`src/rtl/clk_div_pkg.sv`:
```
// Shared definitions for the programmable clock divider.
//   CntWDefault : default divisor/counter width
//   DivMin      : smallest legal divide ratio; smaller requests are clamped to it
//   state_e     : run-control states
//   half_up()   : ceil(n/2), the counter value at which the high phase begins
package clk_div_pkg;

  localparam int unsigned CntWDefault = 8;
  localparam int unsigned DivMin      = 2;

  typedef enum logic {
    StIdle,
    StRun
  } state_e;

  function automatic int unsigned half_up(input int unsigned n);
    return n - (n / 2);
  endfunction

endpackage

```
`src/rtl/div_cfg_shadow.sv`:
```
// Shadow register for the divide ratio. A load is parked in a pending slot until the
// top signals a safe boundary (period end or idle), so the active ratio never changes
// mid-period.
//   clk_i, rst_ni : clock, asynchronous active-low reset
//   div_val_i     : requested ratio
//   div_load_i    : one-cycle strobe capturing div_val_i
//   apply_i       : high on edges where the pending ratio may take effect
//   div_act_o     : ratio currently in effect
//   cfg_err_o     : one-cycle pulse after a load that had to be clamped
module div_cfg_shadow
  import clk_div_pkg::*;
#(
  parameter int unsigned CNT_W   = CntWDefault,
  parameter int unsigned DIV_RST = 5
) (
  input  logic             clk_i,
  input  logic             rst_ni,
  input  logic [CNT_W-1:0] div_val_i,
  input  logic             div_load_i,
  input  logic             apply_i,
  output logic [CNT_W-1:0] div_act_o,
  output logic             cfg_err_o
);

  localparam logic [CNT_W-1:0] DivMinW = CNT_W'(DivMin);
  localparam logic [CNT_W-1:0] DivRstW = CNT_W'(DIV_RST);

  logic [CNT_W-1:0] div_act_q, div_act_d;
  logic [CNT_W-1:0] pend_div_q, pend_div_d;
  logic             pending_q, pending_d;
  logic             cfg_err_q, cfg_err_d;
  logic             too_small;
  logic [CNT_W-1:0] clamped;

  assign too_small = (div_val_i < DivMinW);
  assign clamped   = too_small ? DivMinW : div_val_i;

  always_comb begin
    div_act_d  = div_act_q;
    pend_div_d = pend_div_q;
    pending_d  = pending_q;
    cfg_err_d  = div_load_i & too_small;
    if (apply_i) begin
      // A load on the apply edge bypasses the pending slot.
      if (div_load_i) begin
        div_act_d = clamped;
        pending_d = 1'b0;
      end else if (pending_q) begin
        div_act_d = pend_div_q;
        pending_d = 1'b0;
      end
    end else if (div_load_i) begin
      pend_div_d = clamped;
      pending_d  = 1'b1;
    end
  end

  always_ff @(posedge clk_i or negedge rst_ni) begin
    if (!rst_ni) begin
      div_act_q  <= DivRstW;
      pend_div_q <= DivRstW;
      pending_q  <= 1'b0;
      cfg_err_q  <= 1'b0;
    end else begin
      div_act_q  <= div_act_d;
      pend_div_q <= pend_div_d;
      pending_q  <= pending_d;
      cfg_err_q  <= cfg_err_d;
    end
  end

  assign div_act_o = div_act_q;
  assign cfg_err_o = cfg_err_q;

endmodule

```
`src/rtl/clk_divider_prog.sv`:
```
// Runtime-programmable integer clock divider with 50% duty for even and odd ratios.
//   sys_clk, sys_rst_n : system clock, asynchronous active-low reset
//   en                 : run enable (level); stopping only happens at a period end
//   div_val, div_load  : requested ratio and its one-cycle load strobe
//   clk_out            : divided clock, period div_act sys_clk cycles
//   clk_flag           : one-cycle pulse in the last cycle of each divided period
//   div_act            : ratio currently in effect
//   cfg_err            : one-cycle pulse after a clamped (ratio < 2) load
module clk_divider_prog
  import clk_div_pkg::*;
#(
  parameter int unsigned CNT_W   = CntWDefault,
  parameter int unsigned DIV_RST = 5
) (
  input  logic             sys_clk,
  input  logic             sys_rst_n,
  input  logic             en,
  input  logic [CNT_W-1:0] div_val,
  input  logic             div_load,
  output logic             clk_out,
  output logic             clk_flag,
  output logic [CNT_W-1:0] div_act,
  output logic             cfg_err
);

  state_e           state_q, state_d;
  logic [CNT_W-1:0] cnt_q, cnt_d;
  logic             clk_p_q, clk_p_d;
  logic             clk_n_q;
  logic             clk_flag_q, clk_flag_d;
  logic             period_end;
  logic             apply;
  logic             run_d;
  logic [CNT_W-1:0] high_start;

  assign period_end = (state_q == StRun) && (cnt_q == div_act - CNT_W'(1));
  assign apply      = (state_q == StIdle) || period_end;
  assign high_start = CNT_W'(half_up(32'(div_act)));

  div_cfg_shadow #(
    .CNT_W  (CNT_W),
    .DIV_RST(DIV_RST)
  ) u_cfg (
    .clk_i     (sys_clk),
    .rst_ni    (sys_rst_n),
    .div_val_i (div_val),
    .div_load_i(div_load),
    .apply_i   (apply),
    .div_act_o (div_act),
    .cfg_err_o (cfg_err)
  );

  always_comb begin
    state_d = state_q;
    cnt_d   = cnt_q;
    unique case (state_q)
      StIdle: begin
        cnt_d = '0;
        if (en) state_d = StRun;
      end
      StRun: begin
        if (period_end) begin
          cnt_d = '0;
          if (!en) state_d = StIdle;
        end else begin
          cnt_d = cnt_q + CNT_W'(1);
        end
      end
      default: begin
        state_d = StIdle;
        cnt_d   = '0;
      end
    endcase
    // Outputs are registered from the next count. The ratio only changes when cnt_d
    // is 0, where both decodes are false for any ratio >= 2, so the current div_act
    // is the right one to compare against.
    run_d      = (state_d == StRun);
    clk_p_d    = run_d && (cnt_d >= high_start);
    clk_flag_d = run_d && (cnt_d == div_act - CNT_W'(1));
  end

  always_ff @(posedge sys_clk or negedge sys_rst_n) begin
    if (!sys_rst_n) begin
      state_q    <= StIdle;
      cnt_q      <= '0;
      clk_p_q    <= 1'b0;
      clk_flag_q <= 1'b0;
    end else begin
      state_q    <= state_d;
      cnt_q      <= cnt_d;
      clk_p_q    <= clk_p_d;
      clk_flag_q <= clk_flag_d;
    end
  end

  // Half-cycle delayed copy of the high phase, only for odd ratios, stretching the
  // trailing edge so the high time becomes N/2 cycles.
  always_ff @(negedge sys_clk or negedge sys_rst_n) begin
    if (!sys_rst_n) begin
      clk_n_q <= 1'b0;
    end else begin
      clk_n_q <= clk_p_q & div_act[0];
    end
  end

  assign clk_out  = clk_p_q | clk_n_q;
  assign clk_flag = clk_flag_q;

endmodule

```
`config.mk`:
```
export PLATFORM = sky130hd
export DESIGN_NAME = clk_divider_prog
export DESIGN_NICKNAME = d
export VERILOG_FILES = /design/src/rtl/clk_div_pkg.sv /design/src/rtl/div_cfg_shadow.sv /design/src/rtl/clk_divider_prog.sv
export SDC_FILE = /design/constraint.sdc
export NUM_CORES = 1
export LEC_CHECK = 0
export BUFFER_PORTS_ARGS = -buffer_cell sky130_fd_sc_hd__buf_2
export CAP_MARGIN = 40
export CORE_AREA = 2 2 99 101
export DETAILED_ROUTE_END_ITERATION = 8
export DIE_AREA = 0 0 101 103
export PLACE_DENSITY = 0.39
export REMOVE_ABC_BUFFERS = 1
export SLEW_MARGIN = 20
export SYNTH_ARGS = -nofsm -noshare
export SYNTH_HDL_FRONTEND = slang
export SYNTH_SLANG_ARGS = --single-unit
```
`constraint.sdc`:
```
create_clock -name sys_clk -period 4.2 [get_ports sys_clk]
set_input_delay 0.21 -clock sys_clk [delete_from_list [all_inputs] [get_ports sys_clk]]
set_output_delay 0.21 -clock sys_clk [all_outputs]
set_load 0.05 [all_outputs]
```
==> summary.txt <==
status - finished clean
Worst Hold End - u_cfg.pend_div_q[0]
crit-path cells - inv_1 -> ha_1 -> and2_1 -> xnor2_1 -> o221ai_1 -> nor4b_4 -> a21oi_4 -> nand2b_1 -> ha_1 -> nand2b_1 -> a21o_1 -> maj3_1 -> o31ai_1 -> a21boi_1
I/O Pins - 23
Hold Startpoint - div_val[0]
Post-synth EDFFs - 0
Synthesis Warnings - 0
setup repair bufs after CTS - 0
Hold WS - 164 ps
die area - 10400 µm²
nets@finish - 309
layout cell share with drive strength beyond 1 - 0.182
hpwl dp - 4.44 mm
final setup violation count - 0
Min-Delay Path Class - input port to flop
CTS buffer count - 5
Worst slew margin - 0.578
fmax - 0.280 GHz
Filler Cell Count - 999
Post-Syn Area - 2300 µm²
min cycle time layout - 3570 ps
Total Routed Length - 5.64 mm
maxcap violations - 0
Clk pin slew, worst setup/hold paths - 70 ps
vias - 1774
first-pass GRT wire length - 9.28 mm
Die X-Extent - 101 µm
final core occ - 0.280
worst path required time - 4360 ps
Fin. Hold Viols - 0
CTS tree - done
register area - 756 µm²
reg-to-reg startpoint - u_cfg.div_act_o[0]
R2R depth - 14
gp weighted congestion - 0.797
Initial DRT Pass Iterations - 4
Area contributors post-synth - dfrtp_1, ha_1, xnor2_1
DP Area - 2530 µm²
flop2flop setup slack - 630 ps
Cell Rows - 36
Unique masters post-synth - 50
ANT cells - 0
final instance area - 2650 µm²
port bufs - 22
Setup TNS - 0 ps
Synth top area share - 0.272
WL/cell - 14.5 µm
initial antenna violation count - 0
vias in the first global route - 1787
Cells after Synth - 249
multi-input combinational cell area - 1440 µm²
period utilisation layout - 0.849
peak fanout along the critical path - 9
Post-synth top cells - dfrtp_1, ha_1, inv_1, nor2_1, xnor2_1
worst slew pin tran - 632 ps
synthesized area per cell - 9.25 µm²
GRT Total Usage - 0.118
core area - 9460 µm²
largest net degree at the start of global routing - 31
Setup Skew - 8.95 ps
Initial Utilization - 0.244
critical path class - flop to flop
register bit total from synthesis - 30
RSZ-0062 raised after global routing - no
drt initial violations - 66
detailed-route DRC error count - 0
Max stage delay on crit path - 610 ps
Async SR Flop Fraction - 1.00
Startpoint Class - flop
Most used DFF post-synth - dfrtp_1
Max clock buf depth - 2
Slew Viols, Final - 0
Slowest-stage cell, CP - dfstp_2
Skew-Pair Late Insertion Delay - 290 ps
Layout area overhead - 15.1%
clock sinks - 30
post-detailed-route via-to-cell ratio - 4.57
grt ovf - 0
Crit path arrival time - 3720 ps
cts repair resizes - 0
Worst R2R End - clk_p_q
H-tree Lvls - 2
area leader, netlist - dfrtp_1
Worst setup EP type - flop
CTS root buffer - clkbuf_8
ANT nets after route - 0
most frequent cell after synthesis - dfrtp_1
Seq/Total Area, Yosys - 0.328
hold depth - 3
Die H - 103 µm
## metrics by stage
stage	std cells	worst slack, ps
after floorplan	242	714
after global placement	379	631
after detailed placement	379	627
after CTS	388	606
after global routing	388	372
final	388	632
## kinds of logic (layout without fill, tap and decap cells)
logic type	after synthesis	count (layout)	share of synthesized area
buffers and inverters	28	53	0.0483
muxes	12	12	0.0554
AOI/OAI and AO/OA	55	55	0.163
DFF	30	30	0.328
adders and majority gates	25	25	0.138
xor gates and xnor gates	27	27	0.103
and+or+nand+nor	72	72	0.165
## cell type report
cell class / instances / share of cell area
well taps: 114 / 0.0538
clock buffers: 8 / 0.0415
multi-input cells: 191 / 0.542
inverters: 21 / 0.0297
repair buffers: 24 / 0.0481
flip-flops and latches: 30 / 0.285
## worst max path at each step
stage	startpoint	end	slack, ps
after floorplan	u_cfg.div_act_o[3]	clk_p_q	710
after global placement	u_cfg.div_act_o[0]	clk_p_q	630
after detailed placement	u_cfg.div_act_o[0]	clk_p_q	630
after CTS	u_cfg.div_act_o[0]	clk_p_q	610
after global routing	u_cfg.div_act_o[0]	clk_p_q	370
final	u_cfg.div_act_o[0]	clk_p_q	630
## flip-flops by register name (all words and copies together), names as in the netlist
signal,count
u_cfg.pend_div_q,8
cnt_q,8
clk_flag,1
clk_p_q,1
u_cfg.pending_q,1
state_q,1
u_cfg.cfg_err_o,1
clk_n_q,1
u_cfg.div_act_o,8
## cell usage in the layout, fill, tap and decap left out, types with 2 or more instances in the layout
master / instances
xnor2_1: 21
xor2_1: 6
nand2_1: 14
nand2b_1: 8
dfstp_2: 4
nand3_1: 6
nor2b_1: 2
o221ai_1: 2
nor2_1: 21
a21o_1: 3
o21a_1: 2
inv_1: 21
and2_1: 4
buf_2: 22
nor3_1: 7
a211oi_1: 2
o21bai_1: 4
o221ai_2: 2
mux2i_1: 6
a31oi_1: 3
nor4_1: 2
a21oi_1: 18
o21ai_0: 9
clkbuf_8: 8
dfrtp_1: 25
mux2_2: 6
ha_1: 23
## critical path, delay by kind of cell (launching register included)
| family | cells | cell delay [ps] |
|---|---|---|
| flops | 1 | 610 |
| compound gates | 5 | 830 |
| fa+ha+maj | 3 | 820 |
| xor+xnor | 1 | 230 |
| buf+inv | 1 | 90 |
| simple gates | 4 | 850 |
## layer usage
layer / vias up / global-route usage / share of wire
met5: - / 0 / 0
met4: 0 / 0.0312 / 0.0082
met3: 4 / 0.0264 / 0.037
met2: 29 / 0.188 / 0.44
met1: 841 / 0.162 / 0.52
li1: 900 / - / -
## repair_timing
item | CTS | global route
hold endpoints to repair | 25 | 0
hold buffers | 1 | 0
endpoints found under the setup margin | 0 | 0
Power is left out: the tool's default activity adds up to more than one toggle a clock period on the data nets, which glitch-free logic cannot reach.
